<file path="config.mk">
export PLATFORM = sky130hd
export DESIGN_NAME = mem_access_unit
export DESIGN_NICKNAME = d
export VERILOG_FILES = /design/src/rtl/mem_access_unit.sv
export SDC_FILE = /design/constraint.sdc
export NUM_CORES = 1
export LEC_CHECK = 0
export ABC_CLOCK_PERIOD_IN_PS = 4300
export BUFFER_PORTS_ARGS = -buffer_cell sky130_fd_sc_hd__buf_2
export CORE_MARGIN = 4
export CORE_UTILIZATION = 50
export CTS_CLUSTER_SIZE = 12
export DETAILED_ROUTE_END_ITERATION = 10
export GPL_TIMING_DRIVEN = 1
export PLACE_DENSITY = 0.81
export SETUP_SLACK_MARGIN = 0.4
export SYNTH_ARGS = -nofsm -noshare
export SYNTH_HDL_FRONTEND = slang
export SYNTH_SLANG_ARGS = --single-unit
</file>
<file path="constraint.sdc">
create_clock -name CLK -period 4.3 [get_ports CLK]
set_input_delay 0.215 -clock CLK [delete_from_list [all_inputs] [get_ports CLK]]
set_output_delay 0.215 -clock CLK [all_outputs]
set_load 0.02 [all_outputs]
</file>
<file path="src/rtl/mem_access_unit.sv">
// MEM-stage load/store sequencer: turns an EX/MEM request into one data-memory access,
// handles lane steering/extension, and reports misaligned, illegal or timed-out accesses.
module mem_access_unit #(
   parameter logic [7:0] TIMEOUT = 8'd255
) (
   input  logic        CLK,
   input  logic        RST,
   input  logic [31:0] MEM_ALU_RESULT,
   input  logic [31:0] MEM_READ_DATA2,
   input  logic        MEM_MEM_READ,
   input  logic        MEM_MEM_WRITE,
   input  logic [2:0]  MEM_FUNC3,
   output logic [31:0] DM_ADDR,
   output logic [31:0] DM_WDATA,
   output logic [3:0]  DM_BYTE_EN,
   output logic        DM_READ,
   output logic        DM_WRITE,
   input  logic [31:0] DM_RDATA,
   input  logic        DM_READY,
   output logic [31:0] LOAD_DATA,
   output logic        MEM_BUSY,
   output logic        MEM_FAULT
);

   typedef enum logic [1:0] {S_IDLE, S_ACCESS, S_DONE} state_t;

   state_t      r_state, w_next;
   logic [7:0]  r_cnt;
   logic [2:0]  r_func3;
   logic [1:0]  r_off;
   logic        r_is_load;

   logic        w_req, w_legal, w_misal, w_ok, w_bad;
   logic        w_start, w_complete, w_tmo;
   logic [1:0]  w_off;
   logic [3:0]  w_be;
   logic [31:0] w_wdata, w_load_val;
   logic [7:0]  w_byte;
   logic [15:0] w_half;

   // Write takes priority; a simultaneous read is simply dropped.
   assign w_req = MEM_MEM_WRITE | MEM_MEM_READ;
   assign w_off = MEM_ALU_RESULT[1:0];

   always_comb begin
      w_legal = 1'b0;
      w_misal = 1'b0;
      if (MEM_MEM_WRITE)
         w_legal = (MEM_FUNC3 == 3'b000) || (MEM_FUNC3 == 3'b001) || (MEM_FUNC3 == 3'b010);
      else
         w_legal = (MEM_FUNC3 == 3'b000) || (MEM_FUNC3 == 3'b001) || (MEM_FUNC3 == 3'b010) ||
                   (MEM_FUNC3 == 3'b100) || (MEM_FUNC3 == 3'b101);
      if (MEM_FUNC3[1:0] == 2'b10)
         w_misal = (w_off != 2'b00);
      else if (MEM_FUNC3[1:0] == 2'b01)
         w_misal = w_off[0];
   end

   assign w_ok  = w_req & w_legal & ~w_misal;
   assign w_bad = w_req & ~w_ok;

   always_comb begin
      w_be    = 4'b1111;
      w_wdata = MEM_READ_DATA2;
      case (MEM_FUNC3[1:0])
         2'b00: begin
            w_be    = 4'b0001 << w_off;
            w_wdata = {4{MEM_READ_DATA2[7:0]}};
         end
         2'b01: begin
            w_be    = w_off[1] ? 4'b1100 : 4'b0011;
            w_wdata = {2{MEM_READ_DATA2[15:0]}};
         end
         default: ;
      endcase
   end

   always_comb begin
      w_byte = DM_RDATA[{r_off, 3'b000} +: 8];
      w_half = r_off[1] ? DM_RDATA[31:16] : DM_RDATA[15:0];
      case (r_func3)
         3'b000:  w_load_val = {{24{w_byte[7]}}, w_byte};
         3'b001:  w_load_val = {{16{w_half[15]}}, w_half};
         3'b100:  w_load_val = {24'd0, w_byte};
         3'b101:  w_load_val = {16'd0, w_half};
         default: w_load_val = DM_RDATA;
      endcase
   end

   always_ff @(posedge CLK or posedge RST) begin
      if (RST) r_state <= S_IDLE;
      else     r_state <= w_next;
   end

   always_comb begin
      w_next     = r_state;
      w_start    = 1'b0;
      w_complete = 1'b0;
      w_tmo      = 1'b0;
      MEM_BUSY   = 1'b0;
      case (r_state)
         S_IDLE: begin
            if (w_ok) begin
               w_start  = 1'b1;
               MEM_BUSY = 1'b1;
               w_next   = S_ACCESS;
            end
         end
         S_ACCESS: begin
            MEM_BUSY = 1'b1;
            if (DM_READY) begin
               w_complete = 1'b1;
               w_next     = S_DONE;
            end else if (r_cnt == TIMEOUT - 8'd1) begin
               w_tmo  = 1'b1;
               w_next = S_DONE;
            end
         end
         // The finished instruction is still in EX/MEM here, so its request is ignored.
         S_DONE:  w_next = S_IDLE;
         default: w_next = S_IDLE;
      endcase
   end

   always_ff @(posedge CLK or posedge RST) begin
      if (RST) begin
         DM_ADDR    <= '0;
         DM_WDATA   <= '0;
         DM_BYTE_EN <= '0;
         DM_READ    <= 1'b0;
         DM_WRITE   <= 1'b0;
         LOAD_DATA  <= '0;
         MEM_FAULT  <= 1'b0;
         r_cnt      <= '0;
         r_func3    <= '0;
         r_off      <= '0;
         r_is_load  <= 1'b0;
      end else begin
         MEM_FAULT <= ((r_state == S_IDLE) && w_bad) || w_tmo;
         if (w_start) begin
            DM_ADDR    <= {MEM_ALU_RESULT[31:2], 2'b00};
            DM_WDATA   <= MEM_MEM_WRITE ? w_wdata : 32'd0;
            DM_BYTE_EN <= MEM_MEM_WRITE ? w_be : 4'b0000;
            DM_WRITE   <= MEM_MEM_WRITE;
            DM_READ    <= ~MEM_MEM_WRITE;
            r_cnt      <= '0;
            r_func3    <= MEM_FUNC3;
            r_off      <= w_off;
            r_is_load  <= ~MEM_MEM_WRITE;
         end else if (w_complete || w_tmo) begin
            DM_READ  <= 1'b0;
            DM_WRITE <= 1'b0;
            if (w_complete && r_is_load)
               LOAD_DATA <= w_load_val;
         end else if (r_state == S_ACCESS) begin
            r_cnt <= r_cnt + 8'd1;
         end
      end
   end

endmodule

</file>
* Word-level counts from Yosys, hierarchy flattened
Index checks and enable logic that the tools add are counted.
Word-level totals: flip-flop bits (word level) 117, latch bits 0, bits in writable memories 0, ROM bits 0, input bits 104, output and inout bits 104, logic and storage cells 83, memories 0
Cells by class: add/subtract/negate cells 1, multipliers 0, divide/modulo/power cells 0, $lt $le $gt $ge 0, equality and inequality tests 14, shift-type cells 2, mux-type cells 28, bitwise logic cells 8, reduce and logical (&&, ||, !) cells 18
Operators by type and width (count):
- $pmux W32 S4 | 1
- $pmux W32 S2 | 1
- $mux W32 | 1
- $shiftx A32 B6 Y8 | 1
- $mux W8 | 3
- $mux W16 | 1
- $mux W1 | 13
- $eq A3 B3 Y1 const B | 4
- $add A8 B1 Y8 const B | 1
- $eq A8 B8 Y1 const B | 1
- $mux W4 | 2
- $pmux W4 S2 | 1
- $eq A3 B1 Y1 const B | 2
- $logic_not A3 Y1 | 2
- $logic_or A1 B1 Y1 | 6
- $mux W2 | 3
- $reduce_bool A2 Y1 | 3
- $eq A2 B1 Y1 const B | 2
- $logic_not A2 Y1 | 2
- $ne A2 B2 Y1 const B | 2
- $not A1 Y1 | 4
- $pmux W2 S2 | 1
- $reduce_and A2 Y1 | 2
- $shl A1 B2 Y4 const A | 1
- 8 further kinds | 11

* Longest topological paths before layout
Gate-level depths: netlist of run 1.
depth in word-level cells 12, gate-level depth with buffers 7, mapped depth without buffers 6

* Worst setup path after synthesis of run 1
OpenSTA, ideal clock, no wires.
kind input to register, start point in MEM_ALU_RESULT[0], end point reg DM_WDATA[10], library setup time 0.117 ns, data arrival time 1.696 ns, data required time 4.183 ns, path slack 2.487 ns, stages on the path 7, path through or4_4 a2111o_1 buf_2 buf_2 buf_6 nand2_1 nand2_1
On the way: word-level cells in the longest chain between the ends 6, elaborated cells on any way between the ends 7, classes of those cells mux: 4; bitwise: 2; reduce/logical: 1
RTL lines:
- from (decl) | line 8 | input logic [31:0] MEM_ALU_RESULT,
- $mux W1 or $reduce_bool A2 Y1 (tied branches) | line 55, 54
- $mux W1 * | line 53 | if (MEM_FUNC3[1:0] == 2'b10)
- $not A1 Y1 * | line 59 | assign w_ok = w_req & w_legal & ~w_misal;
- $and A1 B1 Y1 * | line 59
- $mux W1 * | line 103 | if (w_ok) begin
- $mux W1 * | line 101 | case (r_state)
- to (signal assigned) | line 142 | DM_WDATA <= MEM_MEM_WRITE ? w_wdata : 32'd0;
- to (decl) | line 14 | output logic [31:0] DM_WDATA,
Mark *: on every way between the ends. The rest lies on a longest branch, timed or not. A chain may end at the register's enable or synchronous reset.

* Worst setup path in the final report of run 1
start point in MEM_ALU_RESULT[0], end point out MEM_BUSY
On the way: word-level cells in the longest chain between the ends 6, elaborated cells on any way between the ends 7, classes of those cells mux: 4; bitwise: 2; reduce/logical: 1
RTL lines:
- $mux W1 or $reduce_bool A2 Y1 (tied branches) | line 55, 54
- $mux W1 * | line 53
- $not A1 Y1 * | line 59
- $and A1 B1 Y1 * | line 59
- $mux W1 * | line 103
- $pmux W1 S2 * | line 101
- to (decl) | line 21 | output logic MEM_BUSY,
Marks and branches as above.

==> impl_metrics.json, run 1 <==
{
  "grt_pass1_wl_mm": 28.8,
  "ys_ff_latch": 117,
  "cts_tree": "done",
  "syn_avg_cell_area_sq_um": 8.92,
  "vias_per_cell": 5.56,
  "n_antenna_cell": 0,
  "grt_max_degree": 78,
  "design_area_sq_um": 7820,
  "finalWeightedCongestion": 0.869,
  "leakage_nw": 4.04,
  "status": "finished clean",
  "cp_max_fo": 61,
  "synth_seq_area_share_pct": 52.4,
  "yosysWarningCount": 0,
  "p_total_mw": 4.85,
  "worst_path_most_repeated_cell": "buf_2",
  "synthFlopType": "dfrtp_1",
  "maxSlewHeadroom_pct": 37.7,
  "htreeDepth": 4,
  "clock_latency_ns": 0.51,
  "holdPathStages": 3,
  "wire_per_inst_microns": 17.3,
  "final_hold_viol_count": 0,
  "swShare_pct": 37.6,
  "grt-ovfl-total": 0,
  "drtAntennaViolNets": 0,
  "worstSetupStartpoint": "MEM_ALU_RESULT[0]",
  "crit_required_ns": 4.09,
  "die_h_microns": 114,
  "nets": 975,
  "final_common_cell": "nand2_1",
  "cp-start-kind": "input port",
  "tightest_slew_ns": 0.933,
  "hpwl_mm": 11.3,
  "power_frac_comb_pct": 33.8,
  "fillers": 771,
  "critPathKind": "input port to output port",
  "numPortBuffers": 205,
  "fp.coreArea_sq_um": 10900,
  "routed-via-count": 5678,
  "setup_viol": 0,
  "layout_common_cells": "nand2_1, buf_2, dfrtp_1, dlygate4sd3_1, o21ai_0",
  "ir_worst_vdd_mv": 0.295,
  "netlist_instances": 626,
  "rsz0062_at_grt": "no",
  "synth_area_leaders": "dfrtp_1, nand2_1, mux2_2, o21ai_0, mux2i_1",
  "antenna_found_initial": 0,
  "yosys.area.top_type": "dfrtp_1",
  "place_area_sq_um": 6640,
  "maxSlewViolCount": 0,
  "cp_cell_sequence": "dlygate4sd3_1 > buf_2 > or4_4 > a2111oi_4 > buf_12 > or2_2 > buf_2",
  "drive_gt1_share_pct": 29.9,
  "synth_edf_count": 0,
  "synth_top_area_share_pct": 52.4,
  "p_switching_mw": 1.82,
  "synthToLayoutAreaGrowth_pct": 39.9,
  "die_w_microns": 114,
  "finalCritPeriodShare_pct": 71.2,
  "dieArea_sq_um": 12900,
  "ctsLongestPathBuffers": 2,
  "powerDensity_nw_per_um2": 620,
  "fmax_mhz": 327,
  "grt_pass1_vias": 5774,
  "cp_data_arrival_time_ns": 2.85,
  "io_pins": 208,
  "cts.sinks": 117,
  "r2r_slack_ns": 1.98,
  "min_path_type": "input port to register",
  "hold_end": "LOAD_DATA[1]",
  "reg2reg_depth": 4,
  "firstDrtPassIters": 6,
  "slowest_stage": "a2111oi_4",
  "cts_buffers": 17,
  "p_clk_share_pct": 30.0,
  "cap_viol_max_count": 0,
  "row_count": 38,
  "min_from": "DM_RDATA[1]",
  "grtUsageTotal_pct": 28.1,
  "post_cts_buffers": 0,
  "worst_r2r_endpoint": "LOAD_DATA[31]",
  "setup_tns_ns": 0,
  "cp-end-kind": "output port",
  "cts-root-buf": "clkbuf_8",
  "route.detailed.drc": 0,
  "finClkSkew_ns": 0.00792,
  "drt_wl_total_mm": 17.6,
  "r2r-start": "r_off[1]",
  "drt_iter0_drc": 665,
  "cp_num_buf_inv": 4,
  "max_stage_delay_ns": 0.68,
  "power_frac_seq_pct": 36.3,
  "clkSlewWorstSetupHoldPaths_ns": 0.05,
  "min_period_ns": 3.06,
  "ys_types": 48,
  "initial_utilization_pct": 51.3,
  "synthArstFlopShare_pct": 100,
  "path_delay_family": "buffers and inverters",
  "internal_power_mw": 3.02,
  "synth_area_sq_um": 5590
}
[kinds of logic after synthesis]
kind of cell,share of synthesized area [%]
fa+ha+maj,0.448
compound gates,12.4
flops,52.4
buf+inv,3.87
simple gates,23.6
mux,6.88
xor+xnor,0.314
other cells,0.0671
[sequential cells by signal, indices dropped and copies added (netlist names)]
register / cells
r_off: 2
DM_WDATA: 32
r_func3: 3
DM_ADDR: 30
r_is_load: 1
DM_READ: 1
DM_BYTE_EN: 4
LOAD_DATA: 32
r_cnt: 8
MEM_FAULT: 1
r_state: 2
DM_WRITE: 1
[area by class of cell]
type,instances,area [sq um],area share [%]
clock buffers,22,453,5.80
clock inverters,9,151,1.94
inverters,5,21.3,0.272
multi-input cells,462,2450,31.3
flip-flops and latches,117,2930,37.5
well taps,140,175,2.24
repair buffers,266,1640,21.0
[power by group through the flow]
stage	Combinational, mW	Sequential, mW	Clock [mW]
finish	1.64	1.76	1.45
detailed placement	1.59	1.75	0
global placement	1.55	1.74	0
global route	1.79	1.80	1.54
CTS	1.63	1.75	1.47
floorplan	0.640	2.10	0
[worst max-delay path by stage]
stage | endpoint | slack (ns) | depth (start not counted)
3_3_place_gp | MEM_BUSY | 1.76 | 6
4_1_cts | MEM_BUSY | 1.25 | 7
2_1_floorplan | DM_ADDR[10] | 0.98 | 1
3_5_place_dp | MEM_BUSY | 1.73 | 6
5_1_grt | MEM_BUSY | 1.12 | 7
6_report | MEM_BUSY | 1.24 | 7
[routing by layer]
metal / wire length, microns / vias up / track usage (%)
li1: - / 2595 / -
met1: 6880 / 2688 / 35.3
met2: 8370 / 353 / 44.5
met3: 1830 / 42 / 9.34
met4: 540 / 0 / 11.9
met5: 0 / - / 0
[synth_stat cells (all sizes together), types with 2 or more instances]
cell type  instances
mux2              19
a21oi             30
and4               2
or2                2
mux2i             17
o31ai              9
nor2              25
a311oi             8
buf               20
nand3             29
nand2            222
nor2b              4
o311a              2
nand3b             7
and3               2
clkbuf            23
or3                2
ha                 2
inv                5
a22oi              8
nand2b            10
nand4              2
dfrtp            117
o21ai             38
[worst min-delay path, cell delays in order]
cell	delay (ns)
buf_2	0.08
a311oi_1	0.03
o31ai_1	0.17
[stage by stage]
step | std cells | setup slack, ns | util (%) | hold slack (ns)
6_report | 1021 | 1.24 | 71.8 | 0.0258
5_1_grt | 1021 | 1.12 | 71.8 | 0.0343
4_1_cts | 1020 | 1.25 | 71.7 | 0.00635
3_5_place_dp | 933 | 1.73 | 61.0 | 0.408
3_3_place_gp | 933 | 1.76 | 61.0 | 0.405
2_1_floorplan | 627 | 0.984 | - | 0.320
[what timing repair did]
action | in CTS | in global routing
gates resized for setup | 0 | 0
endpoints found under the hold margin | 131 | 1
hold buffers | 56 | 1
Power figures use the tool's default switching activity.
==> run 2: changes to the inputs <==
- ABC_CLOCK_PERIOD_IN_PS: 4300 -> 2900
- clock period: 4.3 -> 2.9 ns (I/O delays scaled with it)
==> run 2 against run 1 <==
Against the previous run: via count up 5.3%; combinational power up 56%; first-iteration DRC count grew 17%; sequential cell count stayed put; clock skew up 0.0036 ns; sequential power increased by 46%; utilization grew 2.5 points; clock power rose by 41%; final cell count rose by 3.1%; non-clock buffer count grew 31.
==> impl_metrics.json, run 2 (synthesized netlist as in run 1, its figures left out) <==
{
  "drive_gt1_share_pct": 30.1,
  "p_switching_mw": 2.83,
  "ctsLongestPathBuffers": 2,
  "r2r_slack_ns": 0.84,
  "reg2reg_depth": 5,
  "post_cts_buffers": 0,
  "n_antenna_cell": 0,
  "drt_iter0_drc": 778,
  "finalCritPeriodShare_pct": 83.6,
  "dieArea_sq_um": 12900,
  "grt_pass1_wl_mm": 31.0,
  "endpoint": "MEM_BUSY",
  "min_path_type": "input port to register",
  "fp.coreArea_sq_um": 10900,
  "finalWeightedCongestion": 0.900,
  "hpwl_mm": 12.2,
  "rsz0062_at_grt": "no",
  "vias_per_cell": 5.68,
  "row_count": 38,
  "leakage_nw": 4.16,
  "antenna_found_initial": 0,
  "cts-root-buf": "clkbuf_8",
  "clock_latency_ns": 0.52,
  "place_area_sq_um": 6720,
  "dp_slack_ns": 0.598,
  "finClkSkew_ns": 0.0115,
  "cap_viol_max_count": 0,
  "drt_wl_total_mm": 19.4,
  "internal_power_mw": 4.32,
  "grt_pass1_vias": 6218,
  "setup_viol": 0,
  "critPathKind": "input port to output port",
  "holdPathStages": 3,
  "maxSlewHeadroom_pct": 30.5,
  "wire_per_inst_microns": 18.4,
  "numPortBuffers": 205,
  "cp-end-kind": "output port",
  "fmax_mhz": 412,
  "cts.sinks": 117,
  "timing.hold.ws_ns": 0.0144,
  "power_frac_comb_pct": 35.7,
  "firstDrtPassIters": 5,
  "io_pins": 208,
  "cts_tree": "done",
  "htreeDepth": 4,
  "status": "finished clean",
  "drtAntennaViolNets": 0,
  "worst_r2r_endpoint": "LOAD_DATA[27]",
  "fillers": 715,
  "layout_setup_ws_ns": 0.475,
  "power_frac_seq_pct": 35.8,
  "ir_worst_vdd_mv": 0.512,
  "clkSlewWorstSetupHoldPaths_ns": 0.05,
  "layout_common_cells": "nand2_1, buf_2, dfrtp_1, dlygate4sd3_1, o21ai_0",
  "route.detailed.drc": 0,
  "grtUsageTotal_pct": 30.5,
  "nets": 1006,
  "tightest_slew_ns": 1.04,
  "cp-start-kind": "input port",
  "setup_tns_ns": 0,
  "initial_utilization_pct": 51.3,
  "grt-ovfl-total": 0,
  "maxSlewViolCount": 0,
  "grt_max_degree": 44,
  "design_area_sq_um": 8090,
  "p_clk_share_pct": 28.4,
  "p_total_mw": 7.16,
  "synthToLayoutAreaGrowth_pct": 44.7,
  "crit_required_ns": 2.76,
  "cp_data_arrival_time_ns": 2.28,
  "min_period_ns": 2.42,
  "reg_top3": "DM_WDATA: 32 flops, LOAD_DATA: 32 flops, DM_ADDR: 30 flops",
  "die_w_microns": 114,
  "final_common_cell": "nand2_1",
  "routed-via-count": 5981,
  "swShare_pct": 39.6,
  "cp_max_fo": 12,
  "powerDensity_nw_per_um2": 885,
  "die_h_microns": 114,
  "r2r-start": "r_off[1]",
  "worstSetupStartpoint": "MEM_FUNC3[2]",
  "final_hold_viol_count": 0,
  "cts_buffers": 17
}
==> run 2: changes by cell type in the layout (fill, tap and decap cells not counted) <==
cell / previous run / this run
buf_4: 3 / 10
clkbuf_1: 3 / 1
clkinvlp_4: 1 / 2
inv_4: 1 / 0
bufinv_16: 4 / 2
buf_12: 1 / 2
buf_6: 0 / 1
clkbuf_8: 3 / 1
inv_6: 0 / 4
clkinv_4: 1 / 4
dlygate4sd3_1: 57 / 79
==> run 2: worst min-delay path by stage <==
stage | start | end | slack [ns]
detailed placement | MEM_ALU_RESULT[14] | DM_ADDR[14] | 0.34
global route | MEM_READ_DATA2[15] | DM_WDATA[15] | 0.02
finish | DM_RDATA[1] | LOAD_DATA[1] | 0.01
CTS | MEM_READ_DATA2[16] | DM_WDATA[16] | 0.002
global placement | MEM_ALU_RESULT[13] | DM_ADDR[13] | 0.34
floorplan | MEM_ALU_RESULT[10] | DM_ADDR[10] | 0.25
==> run 2: cell type report <==
cell class                 count  area, sq um  share of cell area [%]
timing repair buffer         297         1940                    24.0
sequential                   117         2930                    36.2
clock buffer                  18          418                    5.17
multi-input combinational    462         2450                    30.3
clock inverter                14          153                    1.89
tap                          140          175                    2.17
inverter                       5         22.5                   0.279
==> run 2: stage by stage <==
stage	instances	utilization, %
after floorplan	627	-
after global placement	942	61.7
after detailed placement	942	61.7
after CTS	1053	74.2
after global routing	1053	74.3
final	1053	74.3
==> run 2: layer usage <==
metal	vias up	routed length [microns]	GRT usage (%)
met5	-	0	0
met4	0	920	16.0
met3	85	1840	8.17
met2	408	9530	51.0
met1	2827	7060	35.9
li1	2661	-	-
==> run 2: what timing repair did <==
action / 4_1_cts / 5_1_grt
hold buffers: 79 / 0
setup endpoints to repair: 0 / 1
gates resized for setup: 0 / 1
hold endpoints to repair: 118 / 0
==> run 2: critical path, stage by stage <==
cell and delay, ns:
dlygate4sd3_1 0.55, buf_2 0.15, or4_4 0.52, a2111oi_4 0.43, buf_6 0.20, or2_2 0.12, buf_2 0.15
==> run 2: power by group through the flow <==
stage / Clock, mW / Combinational (mW) / Sequential [mW]
after detailed placement: 0 / 2.44 / 2.56
after CTS: 2.05 / 2.52 / 2.54
final: 2.04 / 2.56 / 2.57
after global placement: 0 / 2.37 / 2.53
after global routing: 2.14 / 2.77 / 2.63
after floorplan: 0 / 0.949 / 3.12
